`src/rtl/serial_word_tx.sv`:
```
// Parallel-to-serial word transmitter with valid/ready intake, per-bit clock divider
// and a sampling strobe for a downstream serial-input shift register.
module serial_word_tx #(
    parameter int WIDTH = 8,
    parameter int DIV   = 1
) (
    input  logic             clk,
    input  logic             clrn,
    input  logic [WIDTH-1:0] tx_data,
    input  logic             tx_valid,
    input  logic             msb_first,
    output logic             tx_ready,
    output logic             ser_out,
    output logic             shift_en,
    output logic             busy,
    output logic             done
);

    localparam int BW = $clog2(WIDTH);
    localparam int DW = (DIV > 1) ? $clog2(DIV) : 1;

    localparam logic [BW-1:0] BIT_LAST = BW'(WIDTH - 1);
    localparam logic [BW-1:0] BIT_ONE  = BW'(1);
    localparam logic [BW-1:0] BIT_ZERO = BW'(0);
    localparam logic [DW-1:0] DIV_LAST = DW'(DIV - 1);
    localparam logic [DW-1:0] DIV_ONE  = DW'(1);
    localparam logic [DW-1:0] DIV_ZERO = DW'(0);

    typedef enum logic [1:0] {
        ST_IDLE = 2'd0,
        ST_SEND = 2'd1,
        ST_DONE = 2'd2
    } state_t;

    state_t           state_r, state_s;
    logic [WIDTH-1:0] sreg_r, sreg_s;
    logic [BW-1:0]    bit_cnt_r, bit_cnt_s;
    logic [DW-1:0]    div_cnt_r, div_cnt_s;

    logic tx_ready_r, ser_out_r, shift_en_r, busy_r, done_r;

    function automatic logic [WIDTH-1:0] bit_reverse(input logic [WIDTH-1:0] word);
        logic [WIDTH-1:0] res;
        res = {WIDTH{1'b0}};
        for (int i = 0; i < WIDTH; i++) begin
            res[i] = word[WIDTH-1-i];
        end
        return res;
    endfunction

    // Next-state logic: intake in IDLE, divider and bit sequencing in SEND.
    always_comb begin
        state_s   = state_r;
        sreg_s    = sreg_r;
        bit_cnt_s = bit_cnt_r;
        div_cnt_s = div_cnt_r;
        case (state_r)
            ST_IDLE: begin
                if (tx_valid) begin
                    sreg_s    = msb_first ? bit_reverse(tx_data) : tx_data;
                    bit_cnt_s = BIT_ZERO;
                    div_cnt_s = DIV_ZERO;
                    state_s   = ST_SEND;
                end else begin
                    state_s = ST_IDLE;
                end
            end
            ST_SEND: begin
                if (div_cnt_r == DIV_LAST) begin
                    div_cnt_s = DIV_ZERO;
                    if (bit_cnt_r == BIT_LAST) begin
                        state_s = ST_DONE;
                    end else begin
                        sreg_s    = {1'b0, sreg_r[WIDTH-1:1]};
                        bit_cnt_s = bit_cnt_r + BIT_ONE;
                    end
                end else begin
                    div_cnt_s = div_cnt_r + DIV_ONE;
                end
            end
            ST_DONE: begin
                state_s = ST_IDLE;
            end
            default: begin
                state_s   = ST_IDLE;
                sreg_s    = {WIDTH{1'b0}};
                bit_cnt_s = BIT_ZERO;
                div_cnt_s = DIV_ZERO;
            end
        endcase
    end

    // State registers and outputs; outputs are precomputed from next state so they
    // come straight from flops yet match the registered-state decode cycle for cycle.
    always_ff @(posedge clk) begin
        if (!clrn) begin
            state_r    <= ST_IDLE;
            sreg_r     <= {WIDTH{1'b0}};
            bit_cnt_r  <= BIT_ZERO;
            div_cnt_r  <= DIV_ZERO;
            tx_ready_r <= 1'b1;
            ser_out_r  <= 1'b0;
            shift_en_r <= 1'b0;
            busy_r     <= 1'b0;
            done_r     <= 1'b0;
        end else begin
            state_r    <= state_s;
            sreg_r     <= sreg_s;
            bit_cnt_r  <= bit_cnt_s;
            div_cnt_r  <= div_cnt_s;
            tx_ready_r <= (state_s == ST_IDLE);
            ser_out_r  <= (state_s == ST_SEND) ? sreg_s[0] : 1'b0;
            shift_en_r <= (state_s == ST_SEND) && (div_cnt_s == DIV_LAST);
            busy_r     <= (state_s != ST_IDLE);
            done_r     <= (state_s == ST_DONE);
        end
    end

    assign tx_ready = tx_ready_r;
    assign ser_out  = ser_out_r;
    assign shift_en = shift_en_r;
    assign busy     = busy_r;
    assign done     = done_r;

endmodule

```
`config.mk`:
```
export PLATFORM = sky130hd
export DESIGN_NAME = serial_word_tx
export DESIGN_NICKNAME = d
export VERILOG_FILES = /design/src/rtl/serial_word_tx.sv
export SDC_FILE = /design/constraint.sdc
export NUM_CORES = 1
export LEC_CHECK = 0
export CORE_MARGIN = 2
export CORE_UTILIZATION = 48
export CTS_CLUSTER_SIZE = 10
export DETAILED_ROUTE_END_ITERATION = 8
export GPL_ROUTABILITY_DRIVEN = 0
export PLACE_DENSITY = 0.76
export SETUP_SLACK_MARGIN = 0.1
export SLEW_MARGIN = 20
export SYNTH_ARGS = -nofsm -noshare
export SYNTH_HDL_FRONTEND = slang
export SYNTH_SLANG_ARGS = --single-unit
```
`constraint.sdc`:
```
create_clock -name clk -period 1.78 [get_ports clk]
set_input_delay 0.178 -clock clk [delete_from_list [all_inputs] [get_ports clk]]
set_output_delay 0.178 -clock clk [all_outputs]
set_load 0.05 [all_outputs]
```
Word level (Yosys, flattened, before mapping)
Index checks and enable logic that the tools add are counted.
- flip-flop bits (word level): 19
- latch bits: 0
- RAM bits: 0
- bits in read-only memories: 0
- input port bits: 12
- output and inout bits: 5
- logic and storage cells: 44
- memories: 0
- add/subtract/negate cells: 2
- multiply operators: 0
- divide/modulo/power cells: 0
- magnitude comparators: 0
- equality and inequality tests: 8
- shifts and indexed selects: 0
- mux-type cells: 16
- bitwise logic cells: 2
- reductions and logical operators: 6
- operators with widths (kind ; count):
    8-bit 2-to-1 mux ; 4
    8-bit case mux with 3 select lines ; 1
    3-bit 2-to-1 mux ; 3
    3-bit case mux with 3 select lines ; 1
    2-bit != test, second input constant ; 3
    2-bit by 1-bit == test with 1-bit output, second input constant ; 2
    2-bit == test, second input constant ; 2
    2-bit zero test ; 2
    2-bit 2-to-1 mux ; 2
    2-bit case mux with 2 select lines ; 1
    4-bit AND reduction ; 1
    3-bit by 1-bit adder with 3-bit output, second input constant ; 1
    3-bit == test, second input constant ; 1
    1-bit 2-to-1 mux ; 3
    1-bit case mux with 3 select lines ; 1
    1-bit NOT ; 2
    2-bit AND reduction ; 1
    2-bit nonzero test ; 1
    1-bit adder, second input constant ; 1
    1-bit logical AND ; 1

Depth between registers and ports, before layout
- depth in word-level cells: 6
- gate-level depth with buffers: 7
- mapped depth without buffers: 6

Worst setup path before layout
OpenSTA, ideal clock, no wires.
- path type: register -> register
- start point: reg bit_cnt_r[0]
- end point: reg sreg_r[4]
- library setup time: 122 ps
- data arrival time: 1519 ps
- data required time: 1658 ps
- path slack: 139 ps
- stages on the path, launching flop included: 8
- buffers on the path: 1
- clock period less this slack: 1641 ps
- path through: dfxtp_1 -> ha_1 -> ha_1 -> nor2_2 -> o22ai_4 -> and2_4 -> buf_6 -> a221o_1
- word-level cells in the longest chain between the ends: 3
- ends and longest elaborated chain (item ; RTL line ; RTL):
    start: declaration ; 37 ; logic [BW-1:0] bit_cnt_r, bit_cnt_s;
    start signal: assignment ; 109 ; bit_cnt_r <= bit_cnt_s;
    3-bit == test ; 71 ; if (bit_cnt_r == BIT_LAST) begin
    2-bit != test (no source line) ; -- ;
    4-bit AND reduction (no source line) ; -- ;
    end signal: assignment ; 98 ; sreg_r <= {WIDTH{1'b0}};
    end signal: assignment ; 108 ; sreg_r <= sreg_s;
    end: declaration ; 36 ; logic [WIDTH-1:0] sreg_r, sreg_s;
No other way between the ends.
A chain may end at the register's enable or synchronous reset.

Worst setup path in the final report
- start point: reg busy_r (netlist: busy)
- end point: out busy
- RTL lines (item ; RTL line ; RTL):
    start: declaration ; 40 ; logic tx_ready_r, ser_out_r, shift_en_r, busy_r, done_r;
    start signal: assignment ; 114 ; busy_r <= (state_s != ST_IDLE);
    end: declaration ; 15 ; output logic busy,
No word-level cell between the ends.

==> key figures <==
Status
  • Status: completed

STA
  • Max_slew headroom: 67.1%
  • Hold Vio Cnt, Final: 0
  • Tcrit/Tclk final: 89.5%
  • Worst-Margin Slew: 0.492 ns
  • Final setup margin: 0.188 ns
  • Slew Viols, Final: 0
  • Fin Hold WS: 0.497 ns
  • F_max: 0.628 GHz
  • Min cycle time layout: 1.59 ns
  • RSZ-0062 raised after global routing: false
  • Setup_tns: 0 ns
  • Final setup fails: 0
  • Clock Skew: 0.000892 ns

Global route
  • GR Overflow Total: 0
  • Largest net degree at the start of global routing: 11
  • Number of global-route vias before repair: 618
  • Initial antenna violation count: 0
  • First-pass GRT wire length: 2540 µm
  • GR Util All Layers: 17.3%

Final layout
  • Fin util: 63.4%
  • Final net count: 115
  • Design area: 0.00106 mm²
  • Most frequent cells in the layout: 19 x dfxtp_1, 16 x clkdlybuf4s50_1, 9 x mux2i_1
  • Antenna cells: 0
  • Post-route insts no fill: 117
  • Area occupied by multi-input gates: 422 µm²
  • Area Overhead vs Synth: 27.8%
  • FILL cells: 147
  • Share of layout cells above drive strength 1: 14.0%
  • Sequential Area: 380 µm²
  • Commonest non-fill, non-tap cell in the layout: dfxtp_1

Floorplanning
  • Rows: 15
  • Core Region: 0.00167 mm²
  • Die Ht: 45.5 µm
  • Io pins: 17
  • Die X-Extent: 45.5 µm
  • Die Area: 0.00207 mm²
  • Initial core utilization: 49.6%

Detailed routing
  • DRT Pass-1 Iters: 4
  • Drt wl/cell: 13.3 µm
  • DRT antenna net count: 0
  • Via count: 660
  • DR DRC count: 0
  • Vias per cell: 5.64
  • Initial drt markers: 18
  • DRT Wirelength: 1560 µm

Worst setup path
  • CP Launch Type: flip-flop
  • CP Max Fanout: 1
  • Worst Path Buf+Inv: 1
  • Critical path arrival: 1.41 ns
  • Crit path max-delay family: buffers and inverters
  • Crit. Startpoint: busy
  • Worst Path Class, Setup: reg -> out
  • Worst Path Required: 1.60 ns
  • CP peak stage delay: 0.79 ns
  • Crit end category: output port
  • Worst path cell trace: clkdlybuf4s50_1
  • Worst r2r src: bit_cnt_r[0]
  • Slowest-stage cell, CP: clkdlybuf4s50_1

Clock tree
  • Worst-path clk slew: 0.10 ns
  • H-tree depth: 1
  • TritonCTS buffer count: 3
  • Clock latency on the worst-skew pair: 0.30 ns
  • Clk root buf: clkbuf_4
  • CTS Buffer Depth: 2
  • CTS tree: done
  • Setup bufs post-CTS: 0
  • Clk sinks: 19

Logic synthesis
  • Syn Nets: 92
  • Mapped Cells: 78
  • Post-synthesis sequential area ratio: 45.9%
  • Mapped Area: 828 µm²
  • Yosys warnings: 0
  • Syn_area_per_cell: 10.6 µm²
  • Distinct cell type count after synthesis: 28
  • Flops & latches, synth: 19

Worst hold path
  • Worst Min Path Start: bit_cnt_r[2]
  • Min-delay worst type: reg -> reg

Power
  • Static leakage: 0.433 nW
  • Power Total: 0.823 mW
  • Cell area power density: 777 mW/mm²
  • Maximum vdd drop: 0.000389 V

Placement
  • Placed cell areas: 0.00102 mm²
  • Place WS: 0.136 ns
  • Hpwl dp: 1180 µm
  • Placed insts: 113
  • PortBufs: 16

Job
  • Max-cap violations: 0
[layer usage]
metal	vias up	GRT usage (%)	part of all wire, %
li1	331	-	-
met1	298	20.1	44
met2	28	29.3	49
met3	3	2.78	4.1
met4	0	10.6	2.4
met5	-	0	0
[sequential cells by signal, summed over array words and instances (netlist names)]
| signal | flops |
|---|---|
| busy | 1 |
| state_r | 2 |
| sreg_r | 8 |
| shift_en | 1 |
| div_cnt_r | 1 |
| done | 1 |
| tx_ready | 1 |
| bit_cnt_r | 3 |
| ser_out | 1 |
[cell usage after synthesis]
| library cell | number | area (µm²) |
|---|---|---|
| and2_4 | 1 | 8.76 |
| inv_1 | 3 | 11.3 |
| buf_4 | 1 | 7.51 |
| a221oi_1 | 1 | 8.76 |
| nor2_1 | 6 | 22.5 |
| nor3_1 | 2 | 10.0 |
| a221o_1 | 4 | 40.0 |
| a22oi_1 | 1 | 7.51 |
| o21ai_0 | 2 | 10.0 |
| nand3b_1 | 2 | 15.0 |
| nor2_2 | 1 | 6.26 |
| clkbuf_1 | 1 | 3.75 |
| dfxtp_1 | 19 | 380 |
| nand2_1 | 3 | 11.3 |
| nor3b_1 | 2 | 15.0 |
| buf_6 | 1 | 11.3 |
| nor4b_2 | 1 | 15.0 |
| mux2i_1 | 9 | 90.1 |
| o22ai_4 | 1 | 20.0 |
| a22o_1 | 3 | 26.3 |
| ha_1 | 2 | 25.0 |
| and2b_4 | 1 | 10.0 |
| or3b_1 | 1 | 8.76 |
| nor2b_1 | 5 | 31.3 |
| o22a_1 | 1 | 8.76 |
| a31oi_1 | 2 | 12.5 |
| o21ai_1 | 1 | 5.00 |
| nand2b_1 | 1 | 6.26 |
[layout make-up]
type | instances | share of cell area [%]
inverters | 3 | 1.06
repair buffers | 21 | 18.7
clock buffers | 4 | 2.48
multi-input cells | 53 | 39.8
flip-flops and latches | 19 | 35.9
well taps | 17 | 2.01
[logic make-up (layout without fill, tap and decap cells)]
group	Yosys count	after routing	synth area share, %
simple gates	26	26	19.3
compound gates	16	16	16.8
fa+ha+maj	2	2	3.02
buf+inv	6	28	4.08
mux	9	9	10.9
flops	19	19	45.9
[path summary, 6_finish.rpt]
path | endpoint | slack [ns] | cells after the start
max | busy | 0.19 | 1
min | bit_cnt_r[2] | 0.50 | 1
max reg2reg | sreg_r[1] | 0.21 | 6
min reg2reg | bit_cnt_r[2] | 0.50 | 1
[repair_timing]
action | CTS | global route
hold buffers | 0 | 0
endpoints found under the setup margin | 0 | 8
gates resized for setup | 0 | 2
hold endpoints to repair | 0 | 0
[power by group]
part           switching, mW  total, mW  internal, mW
Combinational         0.0698      0.145        0.0750
Clock                  0.128      0.216        0.0874
Sequential            0.0142      0.462         0.448
(Power assumes the default switching activity.)
==> RTL change: new RTL, same settings <==
Change the parameter `WIDTH` from 8 to 16.
--- a/src/rtl/serial_word_tx.sv
+++ b/src/rtl/serial_word_tx.sv
@@ -1,7 +1,7 @@
 // Parallel-to-serial word transmitter with valid/ready intake, per-bit clock divider
 // and a sampling strobe for a downstream serial-input shift register.
 module serial_word_tx #(
-    parameter int WIDTH = 8,
+    parameter int WIDTH = 16,
     parameter int DIV   = 1
 ) (
     input  logic             clk,
Ports: changed (resized tx_data); port bits go from 17 to 25. No check against the original RTL was run, so the function may have changed too.
==> RTL change against the original RTL <==
Worst setup slack got worse by 0.038 ns. Wire length increased by 96%. Final cell count up 71%. Synthesized cell count up 81%. Non-clock buffer count is 14 higher. Hold slack gained 0.0082 ns. Total power rose by 68%. Critical path depth grew 5. Clock power is 94% higher. Cell area rose by 70%. Global-route usage up 2.2 points. Synthesized area up 64%. Sequential cell count grew 9.
==> RTL change: results (changes against the original RTL) <==
Outcome
  • Status: complete, no violations (unchanged)

Place
  • HPWL Detailed: 2.09 mm (was 1.18 mm)
  • # port buffers: 24 (was 16)
  • Placed Area: 1640 um^2 (was 1020 um^2)

Clock tree
  • Max Root-Sink Buffers: 2 (unchanged)
  • Num CTS Buffers: 3 (unchanged)
  • Root buf cell: clkbuf_4 (unchanged)
  • CTS H-tree lvls: 1 (unchanged)
  • Clk Latency, worst-skew pair: 0.34 ns (was 0.30 ns)
  • Clk slew on worst S/H paths: 0.15 ns (was 0.10 ns)

Power
  • Int Power: 0.00103 W (was 0.000611 W)
  • Peak VDD IR: 0.523 mV (was 0.389 mV)
  • Pleak: 0.776 nW (was 0.433 nW)

Setup path
  • Largest stage delay on the critical path: 0.36 ns (was 0.79 ns)
  • Delay-heaviest family, CP: compound AO/OA/AOI/OAI gates (was buffers and inverters)
  • CP max-delay cell: dfxtp_1 (was clkdlybuf4s50_1)
  • CP Data Arrival Time: 1.87 ns (was 1.41 ns)
  • Worst-path fanout max: 16 (was 1)

Logic synthesis
  • Sequential fraction of the synthesis area: 41.2% (was 45.9%)
  • Ys Warns: 0 (unchanged)
  • Synth area leaders: dfxtp_1, mux2i_1, a221oi_1 (was dfxtp_1, mux2i_1, a221o_1)
  • Adder-cell area share of the yosys netlist: 0.920% (was 3.02%)
  • Number of distinct library cells after synthesis: 33 (was 28)
  • Synthesized Nets: 162 (was 92)
  • Post-synth top cells: dfxtp_1, nor2_1, nor2b_1, mux2i_1, a221oi_1 (was dfxtp_1, mux2i_1, nor2_1, nor2b_1, a221o_1)
  • XOR/XNOR Fraction of Synth Area: 1.93% (was 0%)
  • Syn avg cell area: 9.65 um^2 (was 10.6 um^2)
  • Synth Area in Compound Gates: 15.5% (was 16.8%)
  • Mux cell area share after synthesis: 12.6% (was 10.9%)

Timing
  • Worst Skew: 0.00890 ns (was 0.000892 ns)
  • Rel. slew slack: 66.5% (was 67.1%)

Routing
  • Drt pass-1 iters: 5 (was 4)
  • WL per Instance: 15.2 um (was 13.3 um)
  • Vias per cell: 5.75 (was 5.64)
  • Initial DRC count: 49 (was 18)

Cells and area
  • Ratio of cells with drive above 1 in the final layout: 20.1% (was 14.0%)
  • Ant. Diodes: 0 (unchanged)
  • Fin nets: 191 (was 115)
  • Top Registers: sreg_r: 16 flops, bit_cnt_r: 4 flops, state_r: 2 flops (was sreg_r: 8 flops, bit_cnt_r: 3 flops, state_r: 2 flops)
  • # fillers: 214 (was 147)
  • Post-route insts no fill: 200 (was 117)

Global route
  • Initial antenna violation count: 0 (unchanged)
  • Vias in the first global route: 1125 (was 618)
  • First-pass GRT wire length: 4.97 mm (was 2.54 mm)
  • Largest net degree at the start of global routing: 18 (was 11)
  • Gr usage total: 19.5% (was 17.3%)
RTL change: changes by cell type after synthesis, sizes merged, moves of 3 or more:
cell and change:
nor2 +15, dfxtp +9, mux2i +7, xor2 +3
buf +6, a22o -3, a221o -4, a221oi +13
nor2b +13
RTL change: what timing repair did:
action,4_1_cts,5_1_grt
pin swaps,1,1
setup buffers,0,2
setup endpoints to repair,14,21
gates resized for setup,1,18
hold endpoints to repair,0,0
RTL change: power groups by stage:
stage               logic, W  clock network (W)  registers, W
floorplan           0.000145                  0      0.000713
global placement    0.000241                  0      0.000699
detailed placement  0.000251                  0      0.000701
CTS                 0.000253           0.000425      0.000687
global route        0.000298           0.000450      0.000699
finish              0.000273           0.000418      0.000694
RTL change: final cells by class:
class / instances / area, um^2 / share of cell area, %
Timing Repair Buffer: 35 / 339 / 18.9
Sequential cell: 28 / 562 / 31.3
Clock buffer: 3 / 22.5 / 1.25
Multi-Input combinational cell: 101 / 801 / 44.6
Clock inverter: 1 / 30.0 / 1.67
Inverter: 1 / 3.75 / 0.209
Tap cell: 31 / 38.8 / 2.16
RTL change: routing by layer:
layer	up-vias	wire length, um	GRT usage [%]
li1	561	-	-
met1	557	1410	26.4
met5	-	0	0
met3	9	84	2.72
met4	0	92	9.63
met2	23	1450	30.4
RTL change: per-stage QoR:
| stage | util, % | power, W | hold slack [ns] | setup WS, ns |
|---|---|---|---|---|
| floorplan | - | 0.000858 | 0.332 | 0.154 |
| global placement | 59.9 | 0.000940 | 0.458 | 0.0494 |
| detailed placement | 59.9 | 0.000952 | 0.467 | 0.0105 |
| CTS | 62.2 | 0.00136 | 0.511 | 0.119 |
| global route | 65.7 | 0.00145 | 0.521 | 0.0572 |
| finish | 65.7 | 0.00138 | 0.505 | 0.150 |
RTL change: worst paths after layout:
path,startpoint,to,slack (ns),depth (start not counted)
max,bit_cnt_r[0]$_SDFFE_PN0P_,sreg_r[10]$_SDFFE_PN0P_,0.15,6
min reg2reg,div_cnt_r$_SDFF_PN0_,div_cnt_r$_SDFF_PN0_,0.51,2
min,div_cnt_r$_SDFF_PN0_,div_cnt_r$_SDFF_PN0_,0.51,2
max reg2reg,bit_cnt_r[0]$_SDFFE_PN0P_,sreg_r[10]$_SDFFE_PN0P_,0.15,6
RTL change: cell families after synthesis:
family          after synthesis
buf+inv                      12
mux                          17
compound gates               24
flops                        28
xor+xnor                      3
simple gates                 56
fa+ha+maj                     1
RTL change: worst min-delay path, cell delays in order (launching register included):
cell and delay, ns:
dfxtp_1 0.38, nand2_1 0.07, nor3_1 0.04
